### src/rtl/tl_pkg.sv
// tl_pkg: shared definitions for the N-approach traffic light controller.
//   RED/YELLOW/GREEN : per-approach lamp codes, encoded {red, yellow, green}
//   phase_e          : controller phase, also driven out on the phase port
//   lamp_for()       : lamp code shown by the approach that owns the phase
package tl_pkg;

  localparam logic [2:0] RED    = 3'b100;
  localparam logic [2:0] YELLOW = 3'b010;
  localparam logic [2:0] GREEN  = 3'b001;

  typedef enum logic [1:0] {
    PH_ALLRED = 2'd0,
    PH_GREEN  = 2'd1,
    PH_YELLOW = 2'd2,
    PH_WALK   = 2'd3
  } phase_e;

  // All-red and walk phases keep even the owning approach on RED.
  function automatic logic [2:0] lamp_for(input phase_e ph);
    logic [2:0] lamp;
    case (ph)
      PH_GREEN:  lamp = GREEN;
      PH_YELLOW: lamp = YELLOW;
      default:   lamp = RED;
    endcase
    return lamp;
  endfunction

endpackage

### src/rtl/tl_rr_pick.sv
// tl_rr_pick: combinational rotating first-set finder.
// Searches req[cur+1], req[cur+2], ... modulo N_DIR, never req[cur] itself.
//   req      in  N_DIR          request bits
//   cur      in  $clog2(N_DIR)  current index (search starts just after it)
//   found    out 1              some request other than cur is set
//   next_idx out $clog2(N_DIR)  first set index in rotation order (cur if none)
module tl_rr_pick #(
  parameter int unsigned N_DIR = 4
) (
  input  logic [N_DIR-1:0]         req,
  input  logic [$clog2(N_DIR)-1:0] cur,
  output logic                     found,
  output logic [$clog2(N_DIR)-1:0] next_idx
);

  localparam int unsigned IDX_W = $clog2(N_DIR);

  int pos;

  // Walk from the farthest offset back to the nearest so the nearest set
  // request is the last one written and therefore wins.
  always_comb begin
    found    = 1'b0;
    next_idx = cur;
    pos      = 0;
    for (int k = int'(N_DIR) - 1; k >= 1; k--) begin
      pos = int'(cur) + k;
      if (pos >= int'(N_DIR)) pos = pos - int'(N_DIR);
      if (req[pos[IDX_W-1:0]]) begin
        found    = 1'b1;
        next_idx = pos[IDX_W-1:0];
      end
    end
  end

endmodule

### src/rtl/traffic_light_nway.sv
// traffic_light_nway: N-approach round-robin traffic light controller.
// Serves approaches in rotation on vehicle demand, with bounded green time
// and fixed yellow / all-red clearance between greens. Approach 0 is home.
// Compile-time option TL_PED_EN adds a pedestrian all-red walk phase.
//
// Ports:
//   clk        in  1          clock, rising edge
//   rst_n      in  1          asynchronous active-low reset
//   sensor     in  N_DIR      per-approach demand, synchronous to clk
//   lights     out 3*N_DIR    lamps, approach i at [3i+2:3i] = {red,yellow,green}
//   active_dir out clog2(N)   approach owning green/yellow (next one during all-red)
//   phase      out 2          0=ALLRED 1=GREEN 2=YELLOW 3=WALK
//   ped_req    in  1          pedestrian request (TL_PED_EN only)
//   ped_walk   out 1          walk lamp (TL_PED_EN only)
//
// state     | meaning
// PH_ALLRED | clearance, all lamps red, active_dir already holds next approach
// PH_GREEN  | active approach green, exit rule evaluated every cycle
// PH_YELLOW | active approach yellow, next approach latched
// PH_WALK   | pedestrian walk, all lamps red, ped_walk high (TL_PED_EN)
module traffic_light_nway
  import tl_pkg::*;
#(
  parameter int unsigned N_DIR     = 4,
  parameter int unsigned GREEN_MIN = 8,
  parameter int unsigned GREEN_MAX = 32,
  parameter int unsigned YELLOW_T  = 3,
  parameter int unsigned ALLRED_T  = 2,
  parameter int unsigned WALK_T    = 10,
  parameter int unsigned CNT_W     = 8
) (
  input  logic                     clk,
  input  logic                     rst_n,
  input  logic [N_DIR-1:0]         sensor,
  output logic [3*N_DIR-1:0]       lights,
  output logic [$clog2(N_DIR)-1:0] active_dir,
`ifdef TL_PED_EN
  output logic [1:0]               phase,
  input  logic                     ped_req,
  output logic                     ped_walk
`else
  output logic [1:0]               phase
`endif
);

  localparam int unsigned DIR_W = $clog2(N_DIR);

  // The counter holds (elapsed cycles - 1) in the current phase, so a phase
  // of length T ends on the edge where the counter equals T-1.
  localparam logic [CNT_W-1:0] MIN_TC    = CNT_W'(GREEN_MIN - 1);
  localparam logic [CNT_W-1:0] MAX_TC    = CNT_W'(GREEN_MAX - 1);
  localparam logic [CNT_W-1:0] YELLOW_TC = CNT_W'(YELLOW_T - 1);
  localparam logic [CNT_W-1:0] ALLRED_TC = CNT_W'(ALLRED_T - 1);
  localparam logic [CNT_W-1:0] WALK_TC   = CNT_W'(WALK_T - 1);

  phase_e             state_q, state_d;
  logic [CNT_W-1:0]   cnt_q, cnt_d;
  logic [DIR_W-1:0]   active_q, active_d;
  logic [DIR_W-1:0]   next_q, next_d;
  logic [3*N_DIR-1:0] lights_q, lights_d;

  logic             other_sensor;
  logic [DIR_W-1:0] rr_idx;
  logic             ped_dem;
  logic             min_ok, max_ok;
  logic             green_exit;
  logic [DIR_W-1:0] exit_dir;

  tl_rr_pick #(.N_DIR(N_DIR)) u_rr_pick (
    .req      (sensor),
    .cur      (active_q),
    .found    (other_sensor),
    .next_idx (rr_idx)
  );

`ifdef TL_PED_EN
  logic ped_pending_q, ped_walk_q;

  always_ff @(posedge clk or negedge rst_n) begin
    if (!rst_n) begin
      ped_pending_q <= 1'b0;
      ped_walk_q    <= 1'b0;
    end else begin
      ped_walk_q <= (state_d == PH_WALK);
      // Entering WALK serves the request, so the clear takes precedence.
      if (state_q == PH_YELLOW && state_d == PH_WALK)
        ped_pending_q <= 1'b0;
      else if (ped_req && state_q != PH_WALK)
        ped_pending_q <= 1'b1;
    end
  end

  assign ped_dem  = ped_pending_q;
  assign ped_walk = ped_walk_q;
`else
  assign ped_dem = 1'b0;
`endif

  assign min_ok = (cnt_q >= MIN_TC);
  assign max_ok = (cnt_q >= MAX_TC);

  assign green_exit =
      (min_ok && (other_sensor || ped_dem) && !sensor[active_q]) ||
      (max_ok && (other_sensor || ped_dem)) ||
      (min_ok && (active_q != '0) && (sensor == '0));

  // No other sensor: stay put for a pedestrian-only exit, else go home.
  assign exit_dir = other_sensor ? rr_idx : (ped_dem ? active_q : '0);

  always_comb begin
    state_d  = state_q;
    cnt_d    = cnt_q + 1'b1;
    active_d = active_q;
    next_d   = next_q;
    case (state_q)
      PH_ALLRED: begin
        if (cnt_q >= ALLRED_TC) begin
          state_d = PH_GREEN;
          cnt_d   = '0;
        end
      end
      PH_GREEN: begin
        if (green_exit) begin
          state_d = PH_YELLOW;
          cnt_d   = '0;
          next_d  = exit_dir;
        end else if (max_ok) begin
          cnt_d = cnt_q;
        end
      end
      PH_YELLOW: begin
        if (cnt_q >= YELLOW_TC) begin
          state_d  = ped_dem ? PH_WALK : PH_ALLRED;
          cnt_d    = '0;
          active_d = next_q;
        end
      end
      PH_WALK: begin
        if (cnt_q >= WALK_TC) begin
          state_d = PH_ALLRED;
          cnt_d   = '0;
        end
      end
      default: begin
        state_d = PH_ALLRED;
        cnt_d   = '0;
      end
    endcase
  end

  // Lamps are decoded from next-state values so they change in step with phase.
  always_comb begin
    lights_d = '0;
    for (int i = 0; i < int'(N_DIR); i++) begin
      lights_d[3*i +: 3] = (DIR_W'(i) == active_d) ? lamp_for(state_d) : RED;
    end
  end

  always_ff @(posedge clk or negedge rst_n) begin
    if (!rst_n) begin
      state_q  <= PH_ALLRED;
      cnt_q    <= '0;
      active_q <= '0;
      next_q   <= '0;
      lights_q <= {N_DIR{RED}};
    end else begin
      state_q  <= state_d;
      cnt_q    <= cnt_d;
      active_q <= active_d;
      next_q   <= next_d;
      lights_q <= lights_d;
    end
  end

  assign lights     = lights_q;
  assign active_dir = active_q;
  assign phase      = state_q;

endmodule

### config.mk
export PLATFORM = sky130hd
export DESIGN_NAME = traffic_light_nway
export DESIGN_NICKNAME = d
export VERILOG_FILES = /design/src/rtl/tl_pkg.sv /design/src/rtl/tl_rr_pick.sv /design/src/rtl/traffic_light_nway.sv
export SDC_FILE = /design/constraint.sdc
export NUM_CORES = 1
export LEC_CHECK = 0
export BUFFER_PORTS_ARGS = -buffer_cell sky130_fd_sc_hd__buf_2
export CORE_MARGIN = 4
export CORE_UTILIZATION = 60
export DETAILED_ROUTE_END_ITERATION = 12
export GPL_TIMING_DRIVEN = 0
export PLACE_DENSITY_LB_ADDON = 0.2
export RECOVER_POWER = 50
export SLEW_MARGIN = 20
export SYNTH_ARGS = -nofsm -noshare
export SYNTH_HDL_FRONTEND = slang
export SYNTH_SLANG_ARGS = --single-unit
export TNS_END_PERCENT = 20
### constraint.sdc
create_clock -name clk -period 4.7 [get_ports clk]
set_input_delay 0.705 -clock clk [delete_from_list [all_inputs] [get_ports clk]]
set_output_delay 0.705 -clock clk [all_outputs]
set_load 0.005 [all_outputs]
# [Word-level counts from Yosys, hierarchy flattened]
# Cells that the tools add are included.
[classes] addsub=7 mux=36 reduce_logical=13 eq_ne=9 order_cmp=12
[ops] cell="$mux W8" n=5
[ops] cell="$pmux W8 S4" n=1
[ops] cell="$mux W2" n=13
[ops] cell="$lt A2 B3 Y1 const B" n=4
[ops] cell="$mux W3" n=4
[ops] cell="$ge A3 B3 Y1 const B" n=3
[ops] cell="$add A8 B1 Y8 const B" n=1
[ops] cell="$bmux W1 S2" n=4
[ops] cell="$ge A8 B1 Y1 const B" n=1
[ops] cell="$ge A8 B2 Y1 const B" n=1
[ops] cell="$ge A8 B3 Y1 const B" n=1
[ops] cell="$ge A8 B4 Y1 const B" n=1
[ops] cell="$ge A8 B5 Y1 const B" n=1
[ops] cell="$pmux W2 S4" n=1
[ops] cell="$mux W1" n=7
[ops] cell="$add A2 B2 Y3 const B" n=2
[ops] cell="$eq A2 B2 Y1 const B" n=3
[ops] cell="$pmux W3 S2" n=1
[ops] cell="$sub A2 B1 Y2 const B" n=3
[ops] cell="$logic_and A1 B1 Y1" n=5
[ops] cell="$eq A2 B1 Y1 const B" n=2
[ops] cell="$eq A2 B2 Y1 const A" n=2
[ops] cell="$logic_not A2 Y1" n=2
[ops] cell="$logic_not A4 Y1" n=1
[ops] cell="other kinds (7)" n=8
[totals] reg_bits=26 inputBits=6 output_inout_bits=16 elab_cells=82

# [Depth between registers and ports, before layout]
# Gate-level depths: netlist (run 1).
[logic_depth] depth_word=17 depth_mapped=10 ltp_nobuf=9

# [Cells and area by module]
# Synthesis (run 1) repeated with hierarchy kept, for this count alone.
[unflattened] cells_unflattened=133 area_unflattened_um2=1448.9
[by_module_without_submodules] module="traffic_light_nway" seq_area_each_um2=655.6 cells_per_inst=115 area_per_inst_um2=1333.8 instances=1
[by_module_without_submodules] module="tl_rr_pick" seq_area_each_um2=0.0 cells_per_inst=18 area_per_inst_um2=115.1 instances=1

# [Least setup slack after synthesis (run 1)]
# Ideal clock, no wire load.
[synth_path] path_type="input -> register" startpoint="in sensor[0]" endpoint="reg lights_q[2], in the netlist lights[2]" arrival_ns=2.615 path_stages=8 path_buffers=0 setup_slack_ns=1.997 cell_sequence="or3_1 -> or3_1 -> nor2_1 -> nor2_1 -> nor3_4 -> a211oi_1 -> ha_1 -> or3_1"
[synth_via] elab_chain_len=14 word_cells_on_any_way=25 cone_classes="eq/ne: 2; mux: 15; reduce/logical: 8"
[synth_rtl] item="start: declaration" line_no="traffic_light_nway.sv:34" source="input logic [N_DIR-1:0] sensor,"
[synth_rtl] item="$bmux W1 S2" line_no="tl_rr_pick.sv:29" source="if (req[pos[IDX_W-1:0]]) begin"
[synth_rtl] item="$mux W1 (not written as such)" line_no="tl_rr_pick.sv:29"
[synth_rtl] item="$mux W1 (3 in series)" line_no="tl_rr_pick.sv:29"
[synth_rtl] item="$logic_and A1 B1 Y1 (2 in series)" line_no="traffic_light_nway.sv:103" source="(min_ok && (other_sensor || ped_dem) && !sensor[active_q]) ||"
[synth_rtl] item="$logic_or A1 B1 Y1" line_no="traffic_light_nway.sv:103"
[synth_rtl] item="$logic_or A1 B1 Y1 (*)" line_no="traffic_light_nway.sv:104" source="(max_ok && (other_sensor || ped_dem)) ||"
[synth_rtl] item="$mux W2 (*)" line_no="traffic_light_nway.sv:123" source="if (green_exit) begin"
[synth_rtl] item="$pmux W2 S4 (*)" line_no="traffic_light_nway.sv:115" source="case (state_q)"
[synth_rtl] item="via state_d[0]" line_no="traffic_light_nway.sv:56" source="phase_e state_q, state_d;"
[synth_rtl] item="$eq A2 B2 Y1 / $eq A2 B1 Y1 (equally long branches)" line_no="tl_pkg.sv:21" source="case (ph)"
[synth_rtl] item="$pmux W3 S2 (*)" line_no="tl_pkg.sv:21"
[synth_rtl] item="$mux W3 (*)" line_no="traffic_light_nway.sv:155" source="lights_d[3*i +: 3] = (DIR_W'(i) == active_d) ? lamp_for(state_d) : RED;"
[synth_rtl] item="via lights_d[2]" line_no="traffic_light_nway.sv:60" source="logic [3*N_DIR-1:0] lights_q, lights_d;"
[synth_rtl] item="end signal: assignment" line_no="traffic_light_nway.sv:165" source="lights_q <= {N_DIR{RED}};"
[synth_rtl] item="end signal: assignment" line_no="traffic_light_nway.sv:171" source="lights_q <= lights_d;"
[synth_rtl] item="end: declaration" line_no="traffic_light_nway.sv:60"
# Mark *: on every way through the listed nets, which the timed path passes. The rest lies on a longest branch. The select of a mux whose other input is x is not followed.
# A chain may end at the register's enable or synchronous reset.

# [Worst setup path after layout (run 1)]
[layout_path] startpoint="reg active_q[0], in the netlist active_dir[0]" endpoint="reg lights_q[11], in the netlist lights[11]"
[layout_via] elab_chain_len=17 word_cells_on_any_way=41 cone_classes="add/sub: 6; order compare: 3; eq/ne: 3; mux: 20; reduce/logical: 9"
[layout_rtl] item="start: declaration" line_no="traffic_light_nway.sv:58" source="logic [DIR_W-1:0] active_q, active_d;"
[layout_rtl] item="start signal: assignment" line_no="traffic_light_nway.sv:169" source="active_q <= active_d;"
[layout_rtl] item="$add A2 B2 Y3" line_no="tl_rr_pick.sv:27" source="pos = int'(cur) + k;"
[layout_rtl] item="$ge A3 B3 Y1 / $sub A2 B1 Y2 (equally long branches)" line_no="tl_rr_pick.sv:28" source="if (pos >= int'(N_DIR)) pos = pos - int'(N_DIR);"
[layout_rtl] item="$mux W2" line_no="tl_rr_pick.sv:28"
[layout_rtl] item="$bmux W1 S2" line_no="tl_rr_pick.sv:29"
[layout_rtl] item="$mux W1 (not written as such)" line_no="tl_rr_pick.sv:29"
[layout_rtl] item="$mux W1 (3 in series)" line_no="tl_rr_pick.sv:29"
[layout_rtl] item="$logic_and A1 B1 Y1 (2 in series)" line_no="traffic_light_nway.sv:103"
[layout_rtl] item="$logic_or A1 B1 Y1" line_no="traffic_light_nway.sv:103"
[layout_rtl] item="$logic_or A1 B1 Y1 (*)" line_no="traffic_light_nway.sv:104"
[layout_rtl] item="$mux W2 (*)" line_no="traffic_light_nway.sv:123"
[layout_rtl] item="$pmux W2 S4 (*)" line_no="traffic_light_nway.sv:115"
[layout_rtl] item="via state_d[0]" line_no="traffic_light_nway.sv:56"
[layout_rtl] item="$eq A2 B2 Y1 / $eq A2 B1 Y1 (equally long branches)" line_no="tl_pkg.sv:21"
[layout_rtl] item="$pmux W3 S2 (*)" line_no="tl_pkg.sv:21"
[layout_rtl] item="$mux W3 (*)" line_no="traffic_light_nway.sv:155"
[layout_rtl] item="via lights_d[11]" line_no="traffic_light_nway.sv:60"
# Marked as above.

==> impl_metrics.prom, run 1 <==
# TYPE chip_impl_metric gauge
chip_impl_metric{name="max-cap-violations",unit=""} 0
chip_impl_metric{name="ctsLongestPathBuffers",unit=""} 2
chip_impl_metric{name="arrival",unit="ps"} 3200
chip_impl_metric{name="muxShareOfSynthArea",unit="%"} 4.28
chip_impl_metric{name="final_core_utilization",unit="%"} 73.0
chip_impl_metric{name="cts_setup_buffers",unit=""} 0
chip_impl_metric{name="cts_resized",unit=""} 0
chip_impl_metric{name="cts.sinks",unit=""} 26
chip_impl_info{name="layout.cells.most_common_list",value="sky130_fd_sc_hd__dfrtp_1, sky130_fd_sc_hd__buf_2, sky130_fd_sc_hd__nor2_1"} 1
chip_impl_metric{name="synth_edf_count",unit=""} 0
chip_impl_metric{name="number_of_antenna_violations_at_the_first_check_in_global_routing",unit=""} 0
chip_impl_info{name="critical_path.endpoint_type",value="register"} 1
chip_impl_metric{name="critical_path_peak_fanout",unit=""} 9
chip_impl_metric{name="insertion_delay",unit="ps"} 320
chip_impl_metric{name="setup_violations",unit=""} 0
chip_impl_metric{name="wire_length_per_cell",unit="um"} 15.7
chip_impl_metric{name="post-route-drc-count",unit=""} 0
chip_impl_metric{name="first_global_vias",unit=""} 1238
chip_impl_info{name="critical_path_class",value="register to register"} 1
chip_impl_metric{name="drive_above_1_share",unit="%"} 21.7
chip_impl_metric{name="syn-cell-area",unit="mm2"} 0.00149
chip_impl_metric{name="synthCells",unit=""} 150
chip_impl_metric{name="achievable-frequency",unit="GHz"} 0.339
chip_impl_info{name="synth_flop_cell",value="sky130_fd_sc_hd__dfrtp_1"} 1
chip_impl_info{name="worst_path_max_delay_cell",value="sky130_fd_sc_hd__or3_1"} 1
chip_impl_metric{name="worstMarginPinSlew",unit="ps"} 1350
chip_impl_info{name="outcome",value="finished, final reports clean"} 1
chip_impl_metric{name="finalHoldViolations",unit=""} 0
chip_impl_info{name="setup.worst_path.start_class",value="register"} 1
chip_impl_metric{name="post_drt_via_cell_ratio",unit=""} 6.06
chip_impl_info{name="cts_root_buffer",value="sky130_fd_sc_hd__clkbuf_4"} 1
chip_impl_metric{name="basic_gate_share_of_the_synthesized_area_counting_and_or_nand_and_nor_cells",unit="%"} 20.6
chip_impl_metric{name="cts-htree-levels",unit=""} 1
chip_impl_info{name="layout_commonest_cell",value="sky130_fd_sc_hd__dfrtp_1"} 1
chip_impl_metric{name="grt_first_pass_wirelength",unit="um"} 5380
chip_impl_metric{name="totalNegativeSetupSlack",unit="ps"} 0
chip_impl_metric{name="place.port_buffers",unit=""} 21
chip_impl_metric{name="routed_wirelength",unit="um"} 3190
chip_impl_metric{name="boundaryPins",unit=""} 22
chip_impl_metric{name="worst_clock_skew",unit="ps"} 5.95
chip_impl_metric{name="synthesized_area_fraction_occupied_by_ao_oa_aoi_and_oai_cells",unit="%"} 19.5
chip_impl_metric{name="yosys_register_bits",unit=""} 26
chip_impl_metric{name="place_inst",unit=""} 199
chip_impl_metric{name="floorplan.core_area",unit="mm2"} 0.00230
chip_impl_metric{name="cp.buffers_inverters",unit=""} 2
chip_impl_metric{name="global_route.overflow_total",unit=""} 0
chip_impl_metric{name="nets",unit=""} 189
chip_impl_metric{name="vias",unit=""} 1230
chip_impl_metric{name="syn-mean-instance-area",unit="um2"} 9.94
chip_impl_metric{name="initial_core_util",unit="%"} 64.9
chip_impl_metric{name="synth_xor_area_share",unit="%"} 1.76
chip_impl_info{name="synth.largest_area_cell",value="sky130_fd_sc_hd__dfrtp_1"} 1
chip_impl_metric{name="grtUsageTotal",unit="%"} 20.3
chip_impl_metric{name="core.rowCount",unit=""} 17
chip_impl_metric{name="worst_hold_slack",unit="ps"} 551
chip_impl_info{name="synth_top_family_by_area",value="simple AND/OR/NAND/NOR gates"} 1
chip_impl_info{name="critical-path-top-delay-family",value="simple AND/OR/NAND/NOR gates"} 1
chip_impl_metric{name="firstDrtPassIters",unit=""} 4
chip_impl_metric{name="report.final.slew_viol_count",unit=""} 0
chip_impl_metric{name="grt_start_max_net_pins",unit=""} 27
chip_impl_info{name="critical_path.cell_chain",value="clkbuf_1, inv_1, ha_1, or3_1, nor2_1, nor2_1, nor3_4, a211oi_1, ha_1, or3_1"} 1
chip_impl_metric{name="insertedDiodeCount",unit=""} 0
chip_impl_metric{name="die_height",unit="um"} 57.9
chip_impl_metric{name="rrSetupSlack",unit="ps"} 1750
chip_impl_info{name="grt_setup_unrepaired",value="no"} 1
chip_impl_info{name="worstHoldPathType",value="register to register"} 1
chip_impl_metric{name="synth.net_count",unit=""} 163
chip_impl_metric{name="dp_hpwl",unit="um"} 2450
chip_impl_metric{name="cts.hold.buffers_added",unit=""} 0
chip_impl_metric{name="powerDensity",unit="mW/mm2"} 558
chip_impl_metric{name="cts_inserted_buffers",unit=""} 3
chip_impl_metric{name="worst_ep_required",unit="ps"} 4960
chip_impl_metric{name="worst_slew_margin_rel",unit="%"} 9.70
chip_impl_metric{name="chip_width",unit="um"} 57.9
chip_impl_metric{name="synthDistinctLibCells",unit=""} 45
chip_impl_metric{name="layout-area-overhead-vs-synth",unit="%"} 12.5
chip_impl_metric{name="gp_congestion",unit=""} 0.790
chip_impl_info{name="post_synth_main_area_contributors",value="sky130_fd_sc_hd__dfrtp_1, sky130_fd_sc_hd__dfstp_2, sky130_fd_sc_hd__ha_1, sky130_fd_sc_hd__nor2_1, sky130_fd_sc_hd__or3_1"} 1
chip_impl_metric{name="drtIter0Drc",unit=""} 48
chip_impl_metric{name="synth-async-reset-ratio",unit="%"} 100
chip_impl_metric{name="ant_nets",unit=""} 0
chip_impl_metric{name="die_area",unit="mm2"} 0.00335
chip_impl_metric{name="synth_adder_area_share",unit="%"} 5.87
chip_impl_metric{name="static-leakage-power",unit="uW"} 0.000794
chip_impl_metric{name="post-synth-top-area-fraction",unit="%"} 36.9
chip_impl_metric{name="clkTransAtPathRegs",unit="ps"} 150
chip_impl_metric{name="final_period_util",unit="%"} 62.7
chip_impl_metric{name="finish.cell_count_without_fillers",unit=""} 203
chip_impl_metric{name="synth_warnings",unit=""} 0
chip_impl_metric{name="cp_slowest_stage_delay",unit="ps"} 380
chip_impl_metric{name="yosysSeqAreaShare",unit="%"} 44.0
chip_impl_metric{name="max-vdd-ir-drop",unit="uV"} 353
chip_impl_metric{name="finalWorstPathRequiredPeriod",unit="ps"} 2950
chip_impl_info{name="cts_tree",value="yes"} 1
chip_impl_metric{name="fillCellCount",unit=""} 172
-- registers in the layout, summed over array words and instances, names as in the netlist --
signal / count
phase: 2
active_dir: 2
next_q: 2
cnt_q: 8
lights: 12
-- per-layer routing --
| layer | vias up | GRT usage (%) | wire length, um |
|---|---|---|---|
| met5 | - | 0 | 0 |
| met4 | 0 | 6.62 | 42 |
| met3 | 6 | 2.23 | 165 |
| met2 | 35 | 36.3 | 1590 |
| met1 | 586 | 25.4 | 1390 |
| li1 | 603 | - | - |
-- worst reg2reg max path, stage by stage (launching register included) --
cell                       delay, ps
sky130_fd_sc_hd__dfrtp_1         360
sky130_fd_sc_hd__clkbuf_1        320
sky130_fd_sc_hd__inv_1           180
sky130_fd_sc_hd__ha_1            230
sky130_fd_sc_hd__or3_1           370
sky130_fd_sc_hd__nor2_1          190
sky130_fd_sc_hd__nor2_1           90
sky130_fd_sc_hd__nor3_4          280
sky130_fd_sc_hd__a211oi_1        130
sky130_fd_sc_hd__ha_1            360
sky130_fd_sc_hd__or3_1           380
-- kinds of logic (layout without fill, tap and decap cells) --
kind of cell / count (synthesis) / in the layout
muxes: 5 / 5
DFF: 26 / 26
AOI/OAI and AO/OA: 38 / 38
and+or+nand+nor: 56 / 56
adders and majority gates: 7 / 7
buffers and inverters: 15 / 40
xor gates and xnor gates: 3 / 3
-- power breakdown --
group          total, uW  internal, uW  leakage [uW]  switching [uW]
registers            325           291      0.000329            33.5
clock network        154          86.2     0.0000279            68.0
logic                458           186      0.000437             272
total                937           563      0.000794             374
-- cell usage after synthesis, types with 2 or more instances --
cell type	n
sky130_fd_sc_hd__mux2i_1	3
sky130_fd_sc_hd__o211ai_1	3
sky130_fd_sc_hd__nor2b_1	2
sky130_fd_sc_hd__and3_1	7
sky130_fd_sc_hd__a211oi_2	2
sky130_fd_sc_hd__or3_1	8
sky130_fd_sc_hd__a22o_1	2
sky130_fd_sc_hd__inv_1	9
sky130_fd_sc_hd__clkbuf_1	3
sky130_fd_sc_hd__ha_1	7
sky130_fd_sc_hd__nand2b_1	2
sky130_fd_sc_hd__buf_2	2
sky130_fd_sc_hd__nand2_1	5
sky130_fd_sc_hd__o22ai_1	2
sky130_fd_sc_hd__o21ai_0	6
sky130_fd_sc_hd__a21oi_1	7
sky130_fd_sc_hd__nor2_1	17
sky130_fd_sc_hd__nand3_1	2
sky130_fd_sc_hd__dfrtp_1	22
sky130_fd_sc_hd__dfstp_2	4
sky130_fd_sc_hd__o2111ai_1	2
sky130_fd_sc_hd__and2_1	5
sky130_fd_sc_hd__xor2_1	3
sky130_fd_sc_hd__nor4_1	2
sky130_fd_sc_hd__nor3_1	2
sky130_fd_sc_hd__a31oi_1	2
-- per-stage QoR --
stage               instance area (um2)  total power (uW)  setup WS, ps
finish                             1680               937          1750
global route                       1680              1010          1540
detailed placement                 1630               785          1590
global placement                   1630               752          1680
floorplan                          1490               652          2000
CTS                                1680               942          1760
-- area by class of cell --
| cell class | instances | area (um2) | area share (%) |
|---|---|---|---|
| clock inverter | 1 | 30.0 | 1.79 |
| clock buffer | 3 | 22.5 | 1.34 |
| sequential | 26 | 656 | 39.1 |
| buffer | 5 | 21.3 | 1.27 |
| timing repair buffer | 21 | 98.8 | 5.89 |
| tap | 28 | 35.0 | 2.09 |
| inverter | 10 | 37.5 | 2.24 |
| multi-input combinational | 109 | 777 | 46.3 |
-- worst paths after layout --
path,start,to,cells after the start
min,next_q[1],next_q[1],2
min reg2reg,next_q[1],next_q[1],2
max,active_dir[0],lights[11],10
max in group asynchronous,rst_n,lights[6],1
max reg2reg,active_dir[0],lights[11],10
min in group asynchronous,rst_n,cnt_q[5],1
Note: power is estimated with default switching activity, not from simulation.
==> run 2, diff against run 1 <==
--- a/config.mk
+++ b/config.mk
@@ -7,7 +7,7 @@
 export LEC_CHECK = 0
 export BUFFER_PORTS_ARGS = -buffer_cell sky130_fd_sc_hd__buf_2
 export CORE_MARGIN = 4
-export CORE_UTILIZATION = 60
+export CORE_UTILIZATION = 56
 export DETAILED_ROUTE_END_ITERATION = 12
 export GPL_TIMING_DRIVEN = 0
 export PLACE_DENSITY_LB_ADDON = 0.2
==> constraint.sdc (replaced) <==
create_clock -name clk -period 2.8 [get_ports clk]
set_input_delay 0.42 -clock clk [delete_from_list [all_inputs] [get_ports clk]]
set_output_delay 0.42 -clock clk [all_outputs]
set_load 0.005 [all_outputs]
==> impl_metrics.prom, run 2 (synthesis gave the netlist of run 1 again) <==
# TYPE chip_impl_metric gauge
chip_impl_info{name="setup.worst_path.start_class",value="register"} 1
chip_impl_info{name="critical_path_class",value="register to register"} 1
chip_impl_metric{name="firstDrtPassIters",unit=""} 4
chip_impl_metric{name="worst_slew_margin_rel",unit="%"} 10.2
chip_impl_metric{name="floorplan.core_area",unit="mm2"} 0.00250
chip_impl_metric{name="finalHoldViolations",unit=""} 0
chip_impl_metric{name="drtIter0Drc",unit=""} 40
chip_impl_metric{name="worst_ep_required",unit="ps"} 3060
chip_impl_info{name="worst_path_max_delay_cell",value="sky130_fd_sc_hd__dfrtp_1"} 1
chip_impl_metric{name="final_period_util",unit="%"} 96.2
chip_impl_metric{name="ff2ff_path_depth",unit=""} 10
chip_impl_metric{name="finalWorstPathRequiredPeriod",unit="ps"} 2690
chip_impl_metric{name="cts.hold.buffers_added",unit=""} 0
chip_impl_metric{name="post_drt_via_cell_ratio",unit=""} 5.93
chip_impl_metric{name="totalNegativeSetupSlack",unit="ps"} 0
chip_impl_metric{name="die_height",unit="um"} 59.6
chip_impl_metric{name="worst_hold_slack",unit="ps"} 366
chip_impl_metric{name="dp_hpwl",unit="um"} 2170
chip_impl_metric{name="grtUsageTotal",unit="%"} 18.1
chip_impl_metric{name="report.final.slew_viol_count",unit=""} 0
chip_impl_info{name="layout.cells.most_common_list",value="sky130_fd_sc_hd__dfrtp_1, sky130_fd_sc_hd__buf_2, sky130_fd_sc_hd__nor2_1"} 1
chip_impl_metric{name="first_global_vias",unit=""} 1140
chip_impl_info{name="worstHoldPathType",value="primary input to async pin"} 1
chip_impl_metric{name="ant_nets",unit=""} 0
chip_impl_metric{name="number_of_antenna_violations_at_the_first_check_in_global_routing",unit=""} 0
chip_impl_metric{name="chip_width",unit="um"} 59.6
chip_impl_metric{name="die_area",unit="mm2"} 0.00355
chip_impl_metric{name="vias",unit=""} 1222
chip_impl_metric{name="setup_violations",unit=""} 0
chip_impl_metric{name="clkTransAtPathRegs",unit="ps"} 140
chip_impl_metric{name="core.rowCount",unit=""} 18
chip_impl_metric{name="initial_core_util",unit="%"} 59.7
chip_impl_metric{name="routed_wirelength",unit="um"} 3010
chip_impl_metric{name="cp_slowest_stage_delay",unit="ps"} 420
chip_impl_metric{name="post-route-drc-count",unit=""} 0
chip_impl_metric{name="worst_clock_skew",unit="ps"} 2.57
chip_impl_metric{name="grt_first_pass_wirelength",unit="um"} 4950
chip_impl_metric{name="gp_congestion",unit=""} 0.878
chip_impl_metric{name="ctsLongestPathBuffers",unit=""} 2
chip_impl_metric{name="boundaryPins",unit=""} 22
chip_impl_metric{name="cts_inserted_buffers",unit=""} 3
chip_impl_info{name="cts_root_buffer",value="sky130_fd_sc_hd__clkbuf_4"} 1
chip_impl_metric{name="powerDensity",unit="mW/mm2"} 919
chip_impl_info{name="critical_path.endpoint_type",value="register"} 1
chip_impl_info{name="cts_tree",value="yes"} 1
chip_impl_metric{name="drive_above_1_share",unit="%"} 25.0
chip_impl_metric{name="place.port_buffers",unit=""} 21
chip_impl_metric{name="global_route.overflow_total",unit=""} 0
chip_impl_metric{name="wire_length_per_cell",unit="um"} 14.6
chip_impl_metric{name="achievable-frequency",unit="GHz"} 0.371
chip_impl_metric{name="max-vdd-ir-drop",unit="uV"} 648
chip_impl_metric{name="static-leakage-power",unit="uW"} 0.000799
chip_impl_info{name="layout_commonest_cell",value="sky130_fd_sc_hd__dfrtp_1"} 1
chip_impl_metric{name="final_core_utilization",unit="%"} 68.3
chip_impl_metric{name="nets",unit=""} 190
chip_impl_info{name="outcome",value="finished, final reports clean"} 1
chip_impl_metric{name="rrSetupSlack",unit="ps"} 110
chip_impl_info{name="critical_path.cell_chain",value="buf_4, inv_1, ha_1, or3_1, nor2_2, nor2_1, nor3_4, a31oi_1, ha_1, or3_1"} 1
chip_impl_metric{name="arrival",unit="ps"} 2950
chip_impl_metric{name="grt_start_max_net_pins",unit=""} 27
chip_impl_metric{name="largest_reg_flops",unit=""} 12
chip_impl_metric{name="insertion_delay",unit="ps"} 320
chip_impl_metric{name="cts-htree-levels",unit=""} 1
chip_impl_metric{name="insertedDiodeCount",unit=""} 0
chip_impl_metric{name="layout-area-overhead-vs-synth",unit="%"} 14.4
chip_impl_metric{name="critical_path_peak_fanout",unit=""} 10
chip_impl_metric{name="max-cap-violations",unit=""} 0
chip_impl_metric{name="worstMarginPinSlew",unit="ps"} 1350
chip_impl_metric{name="cts.sinks",unit=""} 26
[run 2: per-stage QoR]
stage	total power, uW	std cells	area [um2]	setup WS [ps]
after detailed placement	1300	201	1630	-90.4
after global placement	1260	201	1630	-15.9
after floorplan	1090	150	1490	238
after global routing	1700	206	1710	-64.3
after CTS	1550	204	1680	37.7
final	1570	206	1710	107
[run 2: report_power, final]
group / total (uW) / switching [uW] / internal, uW
registers: 553 / 63.6 / 489
logic: 760 / 439 / 321
clock network: 256 / 111 / 145
[run 2: timing repair]
action	4_1_cts	5_1_grt
pin swaps	0	2
gates resized for setup	0	6
cloned	0	0
hold endpoints to repair	0	0
setup buffers	0	2
endpoints found under the setup margin	4	4
[run 2: worst max-delay path, delay by kind of cell (launching register included)]
kind                     cells  cell delay (ps)
AO/OA/AOI/OAI                1              110
adder cells (fa/ha/maj)      2              530
buffers and inverters        2              270
flip-flops                   1              420
AND/OR/NAND/NOR              5             1300
[run 2: layer usage]
layer  up-vias  wire, um  global-route usage [%]
met5         -         0                       0
met4         0        63                    5.70
met3         6       126                    3.05
met2        29      1450                    29.5
met1       589      1370                    24.6
li1        598         -                       -
[run 2: path summary, 6_finish.rpt]
kind                                from       endpoint
hold reg to reg                next_q[0]      next_q[0]
min in group clk               next_q[0]      next_q[0]
setup / recovery           active_dir[1]     lights[11]
max in group asynchronous          rst_n  active_dir[0]
setup reg to reg           active_dir[1]     lights[11]
hold / removal                     rst_n       cnt_q[2]
[run 2: cell type report]
class	count	area (um2)
Fill cell	191	793
Clock inverter	1	30.0
Inverter	10	37.5
Tap cell	30	37.5
Sequential cell	26	657
Buffer	4	20.0
Clock buffer	3	22.5
Timing Repair Buffer	23	114
Multi-Input combinational cell	109	788
